**src/rtl/mips32_boot_loader.sv**
```systemverilog
// mips32_boot_loader
//   Byte-stream program loader in front of the MIPS32 core. It accepts a framed
//   stream (16-bit big-endian word count, then the payload words MSB first, then
//   an optional XOR checksum byte). Each 32-bit word goes out through a single
//   memory write port. The core is held until the whole image has been written.
//
//   Optional feature macro: MIPS32_BOOT_CHECKSUM_EN
//     defined   -> a trailing XOR byte over the length and payload bytes is
//                  required; a mismatch ends in ERR.
//     undefined -> no checksum state and no XOR logic.
//
// Ports
//   clk1       phase-1 clock; all state changes on its rising edge
//   rst_n      asynchronous active-low reset
//   start      one-cycle pulse; starts a load from IDLE, DONE or ERR
//   in_data    stream byte
//   in_valid   in_data valid
//   in_ready   loader accepts a byte this cycle
//   mem_we     one-cycle write strobe per assembled word
//   mem_addr   word address (BASE_ADDR + word index, truncated)
//   mem_wdata  assembled word
//   cpu_hold   1 = core halted with PC forced to BASE_ADDR
//   boot_done  image loaded, core released
//   boot_err   malformed image, core stays held
module mips32_boot_loader #(
  parameter int ADDR_W    = 10,
  parameter int BASE_ADDR = 0
) (
  input  logic              clk1,
  input  logic              rst_n,
  input  logic              start,
  input  logic [7:0]        in_data,
  input  logic              in_valid,
  output logic              in_ready,
  output logic              mem_we,
  output logic [ADDR_W-1:0] mem_addr,
  output logic [31:0]       mem_wdata,
  output logic              cpu_hold,
  output logic              boot_done,
  output logic              boot_err
);

  localparam logic [31:0] CAP    = 32'((1 << ADDR_W) - BASE_ADDR);
  localparam logic [31:0] BASE_W = 32'(BASE_ADDR);

  typedef enum logic [2:0] {
    S_IDLE, S_LEN_HI, S_LEN_LO, S_DATA,
`ifdef MIPS32_BOOT_CHECKSUM_EN
    S_CHK,
`endif
    S_DONE, S_ERR
  } state_t;

  state_t      state, state_nx;
  logic [7:0]  len_hi;
  logic [15:0] nwords;
  logic [16:0] idx;      // words written so far
  logic [1:0]  bcnt;     // byte position within the current word
  logic [23:0] sr;       // first three bytes of the current word
  logic [15:0] len_in;
  logic        acc, drained, start_ok;
`ifdef MIPS32_BOOT_CHECKSUM_EN
  logic [7:0]  csum;
  logic        last_byte;
  assign last_byte = (bcnt == 2'd3) && (idx + 17'd1 == {1'b0, nwords});
`endif

  assign len_in   = {len_hi, in_data};
  assign drained  = (idx == {1'b0, nwords});
  assign acc      = in_valid && in_ready;
  assign start_ok = start && (state == S_IDLE || state == S_DONE || state == S_ERR);

  assign cpu_hold  = (state != S_DONE);
  assign boot_done = (state == S_DONE);
  assign boot_err  = (state == S_ERR);

  // Without the checksum the last word is followed by one drain cycle in DATA
  // (ready low, final mem_we visible) so that the core is released only after
  // the final write has landed.
  always_comb begin
    in_ready = 1'b0;
    case (state)
      S_LEN_HI, S_LEN_LO: in_ready = 1'b1;
      S_DATA:             in_ready = !drained;
`ifdef MIPS32_BOOT_CHECKSUM_EN
      S_CHK:              in_ready = 1'b1;
`endif
      default:            in_ready = 1'b0;
    endcase
  end

  always_comb begin
    state_nx = state;
    case (state)
      S_IDLE:   if (start) state_nx = S_LEN_HI;
      S_LEN_HI: if (acc) state_nx = S_LEN_LO;
      S_LEN_LO: if (acc) begin
        if (len_in == 16'd0)
`ifdef MIPS32_BOOT_CHECKSUM_EN
          state_nx = S_CHK;
`else
          state_nx = S_DONE;
`endif
        else if (32'(len_in) > CAP) state_nx = S_ERR;
        else                        state_nx = S_DATA;
      end
`ifdef MIPS32_BOOT_CHECKSUM_EN
      S_DATA:   if (acc && last_byte) state_nx = S_CHK;
      S_CHK:    if (acc) state_nx = (in_data == csum) ? S_DONE : S_ERR;
`else
      S_DATA:   if (drained) state_nx = S_DONE;
`endif
      S_DONE, S_ERR: if (start) state_nx = S_LEN_HI;
      default:  state_nx = S_IDLE;
    endcase
  end

  always_ff @(posedge clk1 or negedge rst_n) begin
    if (!rst_n) begin
      state     <= S_IDLE;
      len_hi    <= '0;
      nwords    <= '0;
      idx       <= '0;
      bcnt      <= '0;
      sr        <= '0;
      mem_we    <= 1'b0;
      mem_addr  <= '0;
      mem_wdata <= '0;
`ifdef MIPS32_BOOT_CHECKSUM_EN
      csum      <= '0;
`endif
    end else begin
      state  <= state_nx;
      mem_we <= 1'b0;
      if (start_ok) begin
        idx  <= '0;
        bcnt <= '0;
`ifdef MIPS32_BOOT_CHECKSUM_EN
        csum <= '0;
`endif
      end
      if (acc) begin
`ifdef MIPS32_BOOT_CHECKSUM_EN
        csum <= csum ^ in_data;
`endif
        case (state)
          S_LEN_HI: len_hi <= in_data;
          S_LEN_LO: nwords <= len_in;
          S_DATA: begin
            sr   <= {sr[15:0], in_data};
            bcnt <= bcnt + 2'd1;
            if (bcnt == 2'd3) begin
              mem_we    <= 1'b1;
              mem_addr  <= ADDR_W'(BASE_W + 32'(idx));
              mem_wdata <= {sr, in_data};
              idx       <= idx + 17'd1;
            end
          end
          default: ;
        endcase
      end
    end
  end

endmodule

```
**config.mk**
```make
export PLATFORM = sky130hd
export DESIGN_NAME = mips32_boot_loader
export DESIGN_NICKNAME = d
export VERILOG_FILES = /design/src/rtl/mips32_boot_loader.sv
export SDC_FILE = /design/constraint.sdc
export NUM_CORES = 1
export LEC_CHECK = 0
export ABC_CLOCK_PERIOD_IN_PS = 2500
export BUFFER_PORTS_ARGS = -buffer_cell sky130_fd_sc_hd__buf_2
export CORE_MARGIN = 1.5
export CORE_UTILIZATION = 58
export DETAILED_ROUTE_END_ITERATION = 12
export PLACE_DENSITY = 0.77
export RECOVER_POWER = 100
export SKIP_LAST_GASP = 1
export SLEW_MARGIN = 20
export SYNTH_ARGS = -nofsm -noshare
export SYNTH_HDL_FRONTEND = slang
export SYNTH_SLANG_ARGS = --single-unit
```
**constraint.sdc**
```tcl
create_clock -name clk1 -period 2.5 [get_ports clk1]
set_clock_uncertainty 0.15 [all_clocks]
set_input_delay 0.25 -clock clk1 [delete_from_list [all_inputs] [get_ports clk1]]
set_output_delay 0.25 -clock clk1 [all_outputs]
set_load 0.01 [all_outputs]
```
==> impl_metrics.yaml, run 1 <==
detailed_routing:
  drt-initial-drc-count: 256
  route.detailed.wl_per_inst_um: 19.60
  detailed_route_drc_error_count: 0
  vias_per_cell: 5.849
  totalWireLength_um: 11780
  via_count: 3515
  detail-route-antenna-nets: 0
  first_pass_iters: 5
floorplanning:
  fp.dieArea_um2: 9458
  placementRows: 34
  die_height_um: 97.25
  fp.dieW_um: 97.25
  floorplan.initialDensity: 0.5937
  boundaryPins: 59
  floorplan.core_area_um2: 8678
sta:
  fin_crit_ns: 2.479
  timing.final.max_slew_violations: 0
  worstMarginPinSlew_ns: 1.196
  timing.final.setup_violations: 0
  timing.final.hold_violations: 0
  slew_headroom: 0.2028
  setup_repair_after_global_routing_missed_its_margin: "yes"
  total_negative_setup_slack_ns: 0
  fmax_mhz: 403.5
  post-route-period-util: 0.9914
yosys:
  synth_top_cells_by_area: "sky130_fd_sc_hd__dfrtp_1 55%, sky130_fd_sc_hd__mux2_2 11%, sky130_fd_sc_hd__mux2_4 11%"
  number_of_warning_messages_in_the_yosys_log: 0
  ys_seq_elements: 113
  ys_types: 38
  netlist.area_leader.share: 0.5488
  post_synthesis_cell_area_um2: 5152
  syn-instance-count: 384
  dominantRegCellSynth: "sky130_fd_sc_hd__dfrtp_1"
  synth_fp_nets: 398
  synth_seq_area_share: 0.5488
  synth-edff-count: 0
  syn-mean-instance-area_um2: 13.42
  postSynth.asyncResetShare: 1.000
  largest_area_contributor_in_the_netlist: "sky130_fd_sc_hd__dfrtp_1"
power_and_ir_drop:
  p_leak_uw: 0.002968
  power_density_nw_per_um2: 1015
  pwr-share-seq: 0.416
  power.share.switching: 0.3045
  clockPowerShare: 0.381
  switching_power_summed_over_all_nets_uw: 1953
  combinationalPowerShare: 0.204
  p_int_uw: 4461
  vdd_drop_max_v: 0.0007002
grt:
  first_global_vias: 3501
  grt_max_degree: 50
  grt_util_all_layers: 0.2617
  grt_overflow_total: 0
  grt_first_pass_wirelength_um: 19090
  grt_antenna_before_repair: 0
cells_and_area:
  synthToLayoutAreaGrowth_pct: 22.68
  final_core_utilization: 0.7284
  post_route_cells_drive_above_1_share: 0.3306
  nFillCells: 578
  diodes: 0
  final_cell_count_without_fillers: 601
  number_of_nets_in_the_layout: 494
worst_setup_path:
  critPathSlowestCell: "sky130_fd_sc_hd__dfrtp_1"
  timing.critical_path.slowest_cell_delay_ns: 0.43
  crit_arrival_ns: 2.08
  timing.critical_path.fanout_max: 2
  crit_path_end_kind: "output pin"
  reg2reg_from: "nwords[1]$_DFFE_PN0P_"
  critical_path.startpoint_type: "flop"
  r2r-end: "mem_wdata[16]$_DFFE_PN0P_"
  criticalPathCategory: "flop to output pin"
  r2r.worst_path.cells: 6
  path_cells: "xor2_1 > nor4_1 > nand4_1 > nor3_2 > a211oi_1 > buf_2"
  cp_data_required_time_ns: 2.10
  reg2reg_setup_slack_ns: 0.07
min_path:
  whs_path_depth: 1
  min_from: "idx[16]$_DFF_PN0_"
  hp-class: "flop to flop"
  timing.hold.worst_endpoint: "idx[16]$_DFF_PN0_"
cts:
  clk_path_buf_depth: 2
  tritoncts_num_sinks: 113
  cts_tree: "done"
  cts_root_buffer: "sky130_fd_sc_hd__clkbuf_8"
  clk_transition_reported_paths_ns: 0.06
  clock_buffers_created_by_tritoncts: 17
  clock_insertion_delay_worst_skew_ns: 0.52
  clock_tree.htree_level_count: 4
placed_design:
  gpl.final_weighted_congestion: 0.8842
  dp_hpwl_um: 6770
  io_buffer_count: 58
  numPlacedInstances: 550
job:
  max_cap_violations: 0
run_status:
  run_status: "complete, no violations"
==> registers in the layout, summed over array words and instances, names as in the netlist <==
register and count:
state 3, sr 24, bcnt 2, idx 17, mem_addr 10, mem_wdata 32, nwords 16, mem_we 1
len_hi 8
==> worst max-delay path: cells and delay by family, from the launching register on <==
kind	cells	cell delay, ns
xor gates and xnor gates	1	0.19
AOI/OAI and AO/OA	1	0.09
and+or+nand+nor	3	0.71
DFF	1	0.43
buffers and inverters	1	0.14
==> Yosys cell counts, drive strengths merged (2+ instances only) <==
| master | count |
|---|---|
| inv | 8 |
| nor2 | 9 |
| xor2 | 16 |
| dfrtp | 113 |
| buf | 9 |
| nand2b | 7 |
| nand2 | 33 |
| a21oi | 4 |
| o32ai | 2 |
| or3 | 2 |
| nand4 | 4 |
| o21ai | 11 |
| and3 | 2 |
| or4 | 3 |
| o2111ai | 5 |
| nand3 | 4 |
| o211ai | 4 |
| nor3 | 9 |
| nor4 | 7 |
| mux2 | 89 |
| ha | 2 |
| and4 | 2 |
| clkbuf | 10 |
| mux2i | 18 |
==> cell families (layout without fill, tap and decap cells) <==
logic type	Yosys count	count (layout)	share of synthesized area
AO/OA/AOI/OAI	32	33	0.04517
XOR/XNOR	17	17	0.02890
adder cells (fa/ha/maj)	2	2	0.004856
buffers and inverters	27	135	0.03157
flip-flops	113	113	0.5488
multiplexers	107	107	0.2564
AND/OR/NAND/NOR	86	86	0.08426
==> how the worst max path moves through the flow <==
stage / depth (start not counted) / to / from / slack, ns
floorplan: 8 / mem_addr[0]$_DFFE_PN0P_ / idx[3]$_DFF_PN0_ / 0.43
global placement: 5 / sr[8]$_DFFE_PN0P_ / idx[3]$_DFF_PN0_ / 0.16
detailed placement: 5 / sr[19]$_DFFE_PN0P_ / idx[3]$_DFF_PN0_ / 0.12
CTS: 6 / in_ready / idx[11]$_DFF_PN0_ / -0.03
global route: 6 / in_ready / idx[0]$_DFF_PN0_ / -0.09
finish: 6 / in_ready / nwords[1]$_DFFE_PN0P_ / 0.02
==> power by group through the flow <==
stage / clock network (µW) / registers, µW / logic, µW
after floorplan: 0 / 2500 / 963
after global placement: 0 / 2640 / 1160
after detailed placement: 0 / 2660 / 1200
after CTS: 2450 / 2660 / 1280
after global routing: 2540 / 2720 / 1420
final: 2440 / 2670 / 1310
==> layout by cell type, fill, tap and decap left out, types with 4 or more instances in the layout <==
cell type and instances:
sky130_fd_sc_hd__o21ai_0 11, sky130_fd_sc_hd__buf_4 22, sky130_fd_sc_hd__mux2_4 37, sky130_fd_sc_hd__nand3_1 4, sky130_fd_sc_hd__inv_1 8, sky130_fd_sc_hd__nor2_1 9, sky130_fd_sc_hd__nor4_1 5, sky130_fd_sc_hd__clkbuf_16 16
sky130_fd_sc_hd__dlygate4sd3_1 11, sky130_fd_sc_hd__nor3_1 8, sky130_fd_sc_hd__nand2_1 33, sky130_fd_sc_hd__o2111ai_1 5, sky130_fd_sc_hd__clkbuf_1 48, sky130_fd_sc_hd__mux2i_1 18, sky130_fd_sc_hd__buf_2 11, sky130_fd_sc_hd__clkinv_4 5
sky130_fd_sc_hd__o211ai_1 4, sky130_fd_sc_hd__dfrtp_1 113, sky130_fd_sc_hd__mux2_2 50, sky130_fd_sc_hd__inv_6 4, sky130_fd_sc_hd__xor2_1 16, sky130_fd_sc_hd__nand4_1 4, sky130_fd_sc_hd__nand2b_1 7
==> stage by stage <==
| step | setup slack (ns) | area [µm²] | hold WS, ns | power, µW |
|---|---|---|---|---|
| 6_report | 0.02146 | 6321 | 0.3441 | 6414 |
| 5_1_grt | -0.09087 | 6321 | 0.3685 | 6680 |
| 4_1_cts | -0.03500 | 6371 | 0.1671 | 6392 |
| 3_5_place_dp | 0.1191 | 5615 | 0.1627 | 3862 |
| 3_3_place_gp | 0.1606 | 5615 | 0.1536 | 3800 |
| 2_1_floorplan | 0.4296 | 5152 | -0.1956 | 3459 |
==> timing repair <==
item / CTS / global route
endpoints found under the setup margin: 1 / 25
hold buffers: 11 / 0
buffers inserted: 5 / 2
gates resized for setup: 2 / 2
pin swaps: 6 / 4
hold endpoints to repair: 81 / 0
gates cloned: 0 / 1
==> final cells by class <==
class                           instances  area, µm²  area share
Clock buffer                           18      417.9     0.06611
Clock inverter                         14      178.9     0.02831
Inverter                                8      30.03    0.004751
Multi-Input combinational cell        245       2196      0.3474
Sequential cell                       113       2828      0.4473
Tap cell                              108      135.1     0.02138
Timing Repair Buffer                   95      535.5     0.08472
==> layer usage <==
metal / GRT usage / routed length, µm
met3: 0.05396 / 680
met1: 0.3516 / 5037
met2: 0.4217 / 5807
met4: 0.1022 / 257
met5: 0 / 0
No activity file was read; power rests on OpenSTA's default activity.
==> inputs of run 2 (changes only) <==
--- a/config.mk
+++ b/config.mk
@@ -5,12 +5,13 @@
 export SDC_FILE = /design/constraint.sdc
 export NUM_CORES = 1
 export LEC_CHECK = 0
+export ABC_AREA = 1
 export ABC_CLOCK_PERIOD_IN_PS = 2500
 export BUFFER_PORTS_ARGS = -buffer_cell sky130_fd_sc_hd__buf_2
 export CORE_MARGIN = 1.5
-export CORE_UTILIZATION = 58
+export CORE_UTILIZATION = 59
 export DETAILED_ROUTE_END_ITERATION = 12
-export PLACE_DENSITY = 0.77
+export PLACE_DENSITY = 0.78
 export RECOVER_POWER = 100
 export SKIP_LAST_GASP = 1
 export SLEW_MARGIN = 20
==> run 2 against run 1 <==
  * Wire length grew 27%
  * Count of clock-buffer cells in the layout did not move
  * Critical endpoint is now idx[9]$_DFF_PN0_
  * Critical path depth grew 8
  * Sequential power down 2%
  * Non-clock buffer count decreased by 2
  * Power is 7.9% higher
  * Synthesized area increased by 15%
  * Worst setup slack better by 0.097 ns
  * Die area rose by 13%
  * Global-route usage is 3.1 points higher
  * Hold slack worse by 0.25 ns
  * Combinational power increased by 57%
==> impl_metrics.yaml, run 2 <==
run_status:
  run_status: "complete, no violations"
grt:
  grt_max_degree: 47
  grt_antenna_before_repair: 0
  first_global_vias: 5073
  grt_overflow_total: 0
  grt_util_all_layers: 0.2930
  grt_first_pass_wirelength_um: 24070
yosys:
  netlist.area_leader.share: 0.4768
  post_synthesis_cell_area_um2: 5931
  number_of_warning_messages_in_the_yosys_log: 0
  synth_fp_nets: 808
  ys_seq_elements: 113
  largest_area_contributor_in_the_netlist: "sky130_fd_sc_hd__dfrtp_1"
  syn-instance-count: 794
  syn-mean-instance-area_um2: 7.469
  synth-edff-count: 0
  ys_types: 28
  dominantRegCellSynth: "sky130_fd_sc_hd__dfrtp_1"
  synth_top_cells_by_area: "sky130_fd_sc_hd__dfrtp_1 48%, sky130_fd_sc_hd__nand2_1 22%, sky130_fd_sc_hd__nand4_1 8.0%"
  yosys.cell_count.top_type: "sky130_fd_sc_hd__nand2_1"
  synth.top_cells.by_count: "341 x sky130_fd_sc_hd__nand2_1, 113 x sky130_fd_sc_hd__dfrtp_1, 76 x sky130_fd_sc_hd__nand4_1"
  synth_seq_area_share: 0.4768
  postSynth.asyncResetShare: 1.000
sta:
  post-route-period-util: 0.9527
  total_negative_setup_slack_ns: 0
  slew_headroom: 0.2611
  fmax_mhz: 419.8
  final_worst_slack_ns: 0.1181
  timing.final.hold_violations: 0
  timing.final.max_slew_violations: 0
  fin_crit_ns: 2.382
  timing.final.setup_violations: 0
  setup_repair_after_global_routing_missed_its_margin: "no"
  worstMarginPinSlew_ns: 1.108
cts:
  clock_insertion_delay_worst_skew_ns: 0.52
  clock_buffers_created_by_tritoncts: 17
  cts_tree: "done"
  clock_tree.htree_level_count: 4
  clk_path_buf_depth: 2
  cts_root_buffer: "sky130_fd_sc_hd__clkbuf_8"
  tritoncts_num_sinks: 113
  clk_transition_reported_paths_ns: 0.06
min_path:
  hp-class: "input port to flop"
  timing.hold.worst_endpoint: "mem_wdata[12]$_DFFE_PN0P_"
  min_from: "in_valid"
  whs_path_depth: 4
placed_design:
  io_buffer_count: 58
  numPlacedInstances: 954
  worst_setup_slack_post_dpl_ns: 0.1323
  dp_hpwl_um: 9687
  gpl.final_weighted_congestion: 0.9038
cells_and_area:
  regMostFlops: "mem_wdata"
  post_route_cells_drive_above_1_share: 0.1067
  layout_commonest_cell: "sky130_fd_sc_hd__nand2_1"
  most_frequent_cells_in_the_layout: "341 x sky130_fd_sc_hd__nand2_1, 108 x sky130_fd_sc_hd__dfrtp_1, 76 x sky130_fd_sc_hd__nand4_1, 57 x sky130_fd_sc_hd__inv_1, 52 x sky130_fd_sc_hd__o21ai_0"
  largest_register_ffs: 32
  largest_registers_ranked_by_flip_flop_count: "mem_wdata x32, sr x24, idx x17"
  number_of_nets_in_the_layout: 873
  diodes: 0
  final_cell_count_without_fillers: 1005
  synthToLayoutAreaGrowth_pct: 16.98
worst_setup_path:
  r2r-end: "idx[9]$_DFF_PN0_"
  reg2reg_from: "idx[5]$_DFF_PN0_"
  reg2reg_setup_slack_ns: 0.12
  r2r.worst_path.cells: 14
  cp_data_required_time_ns: 2.80
  criticalPathCategory: "flop to flop"
  crit_path_end_kind: "flop"
  crit_arrival_ns: 2.68
  critical_path.startpoint_type: "flop"
  timing.critical_path.fanout_max: 19
floorplanning:
  boundaryPins: 59
  floorplan.core_area_um2: 9774
  floorplan.initialDensity: 0.6068
  placementRows: 36
  die_height_um: 103.3
  fp.dieW_um: 103.3
  fp.dieArea_um2: 10660
job:
  max_cap_violations: 0
detailed_routing:
  detailed_route_drc_error_count: 0
  via_count: 5621
  detail-route-antenna-nets: 0
  route.detailed.wl_per_inst_um: 14.94
  vias_per_cell: 5.593
  drt-initial-drc-count: 455
  totalWireLength_um: 15020
  first_pass_iters: 6
power_and_ir_drop:
  power_density_nw_per_um2: 997.1
  vdd_drop_max_v: 0.0006725
  p_leak_uw: 0.003604
-- run 2: logic make-up after synthesis --
kind of cell    count (synthesis)  share of synthesized area
simple gates                  490                     0.3601
buf+inv                       114                    0.08607
flops                         113                     0.4768
compound gates                 63                    0.05506
xor+xnor                       12                    0.01772
fa+ha+maj                       2                   0.004219
-- run 2: per-layer routing --
metal / GRT usage / routed length [µm]
met1: 0.4017 / 6465
met2: 0.4545 / 7042
met3: 0.07124 / 1158
met4: 0.1102 / 353
met5: 0 / 0
-- run 2: worst max path at each step --
stage | end | slack [ns] | from
5_1_grt | idx[9]$_DFF_PN0_ | 0.02 | nwords[10]$_DFFE_PN0P_
3_5_place_dp | mem_wdata[20]$_DFFE_PN0P_ | 0.13 | idx[9]$_DFF_PN0_
4_1_cts | in_ready | 0.005 | idx[10]$_DFF_PN0_
3_3_place_gp | mem_wdata[26]$_DFFE_PN0P_ | 0.19 | idx[9]$_DFF_PN0_
2_1_floorplan | idx[16]$_DFF_PN0_ | 0.68 | idx[0]$_DFF_PN0_
6_report | idx[9]$_DFF_PN0_ | 0.12 | idx[5]$_DFF_PN0_
-- run 2: timing repair --
action,4_1_cts,5_1_grt
hold endpoints to repair,113,0
pin swaps,1,2
setup buffers,0,9
gates resized for setup,2,6
hold buffers,9,0
setup endpoints to repair,1,1
cloned,0,1
-- run 2: layout make-up --
type,instances,area (µm²)
Tap cell,133,166.4
Clock buffer,18,427.9
Sequential cell,113,2834
Fill cell,773,2836
Timing Repair Buffer,93,516.7
Clock inverter,14,127.6
Multi-Input combinational cell,568,2618
Inverter,66,247.7
-- run 2: stage by stage --
stage	util	area, µm²	power (µW)	hold slack [ns]
global route	0.7098	6938	7291	0.1017
floorplan	-	5931	4067	-0.1956
finish	0.7098	6938	6918	0.09679
detailed placement	0.6412	6267	4466	0.09482
CTS	0.7083	6923	6777	0.08277
global placement	0.6412	6267	4394	0.09597
-- run 2: where the power goes --
part	internal (µW)	switching [µW]	total, µW
Sequential	2250	361	2610
Clock	1360	895	2250
Combinational	605	1450	2060
-- run 2: worst max-delay path, stage by stage, from the launching register on --
cell and delay [ns]:
sky130_fd_sc_hd__dfrtp_1 0.42, sky130_fd_sc_hd__inv_1 0.09, sky130_fd_sc_hd__nand2_1 0.09, sky130_fd_sc_hd__nand2_1 0.07
sky130_fd_sc_hd__nor2_1 0.10, sky130_fd_sc_hd__nand2_1 0.07, sky130_fd_sc_hd__nor2_1 0.10, sky130_fd_sc_hd__nand3_1 0.14
sky130_fd_sc_hd__nand2_4 0.15, sky130_fd_sc_hd__nand2_8 0.06, sky130_fd_sc_hd__buf_4 0.15, sky130_fd_sc_hd__clkbuf_1 0.19
sky130_fd_sc_hd__nand2_4 0.26, sky130_fd_sc_hd__nand3_1 0.15, sky130_fd_sc_hd__nand2_1 0.10
==> inputs of run 3 (changes only) <==
--- a/config.mk
+++ b/config.mk
@@ -11,7 +11,7 @@
 export CORE_MARGIN = 1.5
 export CORE_UTILIZATION = 59
 export DETAILED_ROUTE_END_ITERATION = 12
-export PLACE_DENSITY = 0.78
+export PLACE_DENSITY = 0.86
 export RECOVER_POWER = 100
 export SKIP_LAST_GASP = 1
 export SLEW_MARGIN = 20
==> run 3 against run 2 <==
  * Critical path depth shrank 4
  * Count of clock-buffer cells in the layout unchanged
  * First-iteration DRC count rose by 12%
  * Hold slack gained 0.065 ns
  * Fmax decreased by 4.0%
  * Sequential power about the same
  * Global-route usage rose by 0.43 points
  * Via count is 0.55% higher
  * Critical endpoint is now in_ready
  * Largest cell class unchanged
  * Largest power group unchanged
  * Highest routed layer unchanged
==> impl_metrics.yaml, run 3 (same netlist as run 2, synthesis figures left out) <==
cells_and_area:
  synthToLayoutAreaGrowth_pct: 17.22
  largest_registers_ranked_by_flip_flop_count: "mem_wdata x32, sr x24, idx x17"
  diodes: 0
  largest_register_ffs: 32
  layout_commonest_cell: "sky130_fd_sc_hd__nand2_1"
  post_route_cells_drive_above_1_share: 0.1521
  nFillCells: 735
  regMostFlops: "mem_wdata"
  final_core_utilization: 0.7112
  number_of_nets_in_the_layout: 862
  most_frequent_cells_in_the_layout: "341 x sky130_fd_sc_hd__nand2_1, 108 x sky130_fd_sc_hd__dfrtp_1, 76 x sky130_fd_sc_hd__nand4_1, 57 x sky130_fd_sc_hd__buf_2, 56 x sky130_fd_sc_hd__inv_1"
detailed_routing:
  detail-route-antenna-nets: 0
  first_pass_iters: 6
  detailed_route_drc_error_count: 0
  via_count: 5652
  route.detailed.wl_per_inst_um: 15.18
  drt-initial-drc-count: 510
  totalWireLength_um: 15090
  vias_per_cell: 5.686
grt:
  grt_antenna_before_repair: 0
  grt_max_degree: 61
  grt_overflow_total: 0
  grt_first_pass_wirelength_um: 24230
  first_global_vias: 5145
  grt_util_all_layers: 0.2973
worst_setup_path:
  criticalPathCategory: "flop to output pin"
  crit_path_end_kind: "output pin"
  critical_path.startpoint_type: "flop"
  critPathSlowestCell: "sky130_fd_sc_hd__dfrtp_1"
  reg2reg_setup_slack_ns: 0.05
  timing.critical_path.fanout_max: 20
  crit_arrival_ns: 2.08
  timing.critical_path.slowest_cell_delay_ns: 0.43
  path_cells: "inv_1 > nand2_1 > nand2_1 > nor2_1 > nand2_1 > nor2_1 > nand3_1 > nand2_4 > nand2_8 > buf_2"
  critical-path-top-cell-by-count: "sky130_fd_sc_hd__nand2_1"
  cp_data_required_time_ns: 2.10
placed_design:
  gpl.final_weighted_congestion: 0.8927
  io_buffer_count: 58
  dp_hpwl_um: 9362
  worst_setup_slack_post_dpl_ns: 0.09452
sta:
  timing.final.hold_violations: 0
  setup_repair_after_global_routing_missed_its_margin: "yes"
  post-route-period-util: 0.9920
  final_worst_slack_ns: 0.01989
  slew_headroom: 0.1967
  fin_crit_ns: 2.480
  total_negative_setup_slack_ns: 0
  fmax_mhz: 403.2
  timing.final.max_slew_violations: 0
  timing.final.setup_violations: 0
  worstMarginPinSlew_ns: 1.205
power_and_ir_drop:
  design_power_total_uw: 6974
  power_density_nw_per_um2: 1003
  vdd_drop_max_v: 0.0006618
  p_leak_uw: 0.003753
cts:
  clock_insertion_delay_worst_skew_ns: 0.54
  clk_path_buf_depth: 2
  clock_tree.htree_level_count: 4
  cts_root_buffer: "sky130_fd_sc_hd__clkbuf_8"
  tritoncts_num_sinks: 113
  clock_buffers_created_by_tritoncts: 17
  cts_tree: "done"
  clk_transition_reported_paths_ns: 0.06
floorplanning:
  floorplan.core_area_um2: 9774
  boundaryPins: 59
  fp.dieArea_um2: 10660
  placementRows: 36
  floorplan.initialDensity: 0.6068
  die_height_um: 103.3
  fp.dieW_um: 103.3
job:
  max_cap_violations: 0
run_status:
  run_status: "complete, no violations"
min_path:
  hp-class: "input port to flop"
run 3: cell count changes in the layout (fill, tap and decap cells not counted), moves of 2 or more:
cell,delta
sky130_fd_sc_hd__clkinv_4,+3
sky130_fd_sc_hd__clkinv_2,-2
sky130_fd_sc_hd__buf_2,+47
sky130_fd_sc_hd__buf_4,-8
sky130_fd_sc_hd__clkbuf_1,-49
sky130_fd_sc_hd__inv_6,-3
run 3: worst paths after layout:
| check | cells after the start | start | end |
|---|---|---|---|
| max | 10 | idx[12]$_DFF_PN0_ | in_ready |
| min | 8 | start | idx[15]$_DFF_PN0_ |
| max reg2reg | 9 | state[0]$_DFFE_PN0P_ | mem_addr[4]$_DFFE_PN0P_ |
| min reg2reg | 2 | mem_wdata[14]$_DFFE_PN0P_ | mem_wdata[14]$_DFFE_PN0P_ |
| max in group asynchronous | 3 | rst_n | idx[0]$_DFF_PN0_ |
| min in group asynchronous | 2 | rst_n | len_hi[7]$_DFFE_PN0P_ |
run 3: power breakdown:
part	switching [µW]	internal [µW]
sequential	367	2250
combinational	1430	582
clock	899	1450
run 3: worst max-delay path, delay by kind of cell, from the launching register on:
| family | cells | cell delay (ns) |
|---|---|---|
| simple gates | 8 | 0.82 |
| buf+inv | 2 | 0.27 |
| flops | 1 | 0.43 |
run 3: through the flow:
stage,cell area (µm²),hold slack (ns),std cells
floorplan,5931,-0.1956,794
global placement,6222,0.1391,948
detailed placement,6222,0.1551,948
CTS,6950,0.1345,993
global route,6952,0.2192,994
finish,6952,0.1621,994
run 3: cell type report:
type                       instances  area (µm²)  share of cell area
sequential                       113        2834              0.4077
clock inverter                    14       155.1             0.02232
timing repair buffer              81       485.5             0.06983
multi-input combinational        569        2635              0.3790
inverter                          66       247.7             0.03564
tap                              133       166.4             0.02394
clock buffer                      18       427.9             0.06155
run 3: repair_timing:
item                                    in CTS  in global routing
gates cloned                                 1                  1
hold buffers                                10                  0
endpoints found under the setup margin       1                 51
pin swaps                                    1                  0
endpoints found under the hold margin       79                  0
buffers inserted                             2                  0
gates resized for setup                      6                  2
run 3: per-layer routing:
layer | up-vias | GRT usage | wire length [µm]
li1 | 2675 | - | -
met1 | 2647 | 0.3811 | 6071
met2 | 278 | 0.4868 | 7370
met3 | 52 | 0.06788 | 1193
met4 | 0 | 0.1299 | 457
met5 | - | 0 | 0
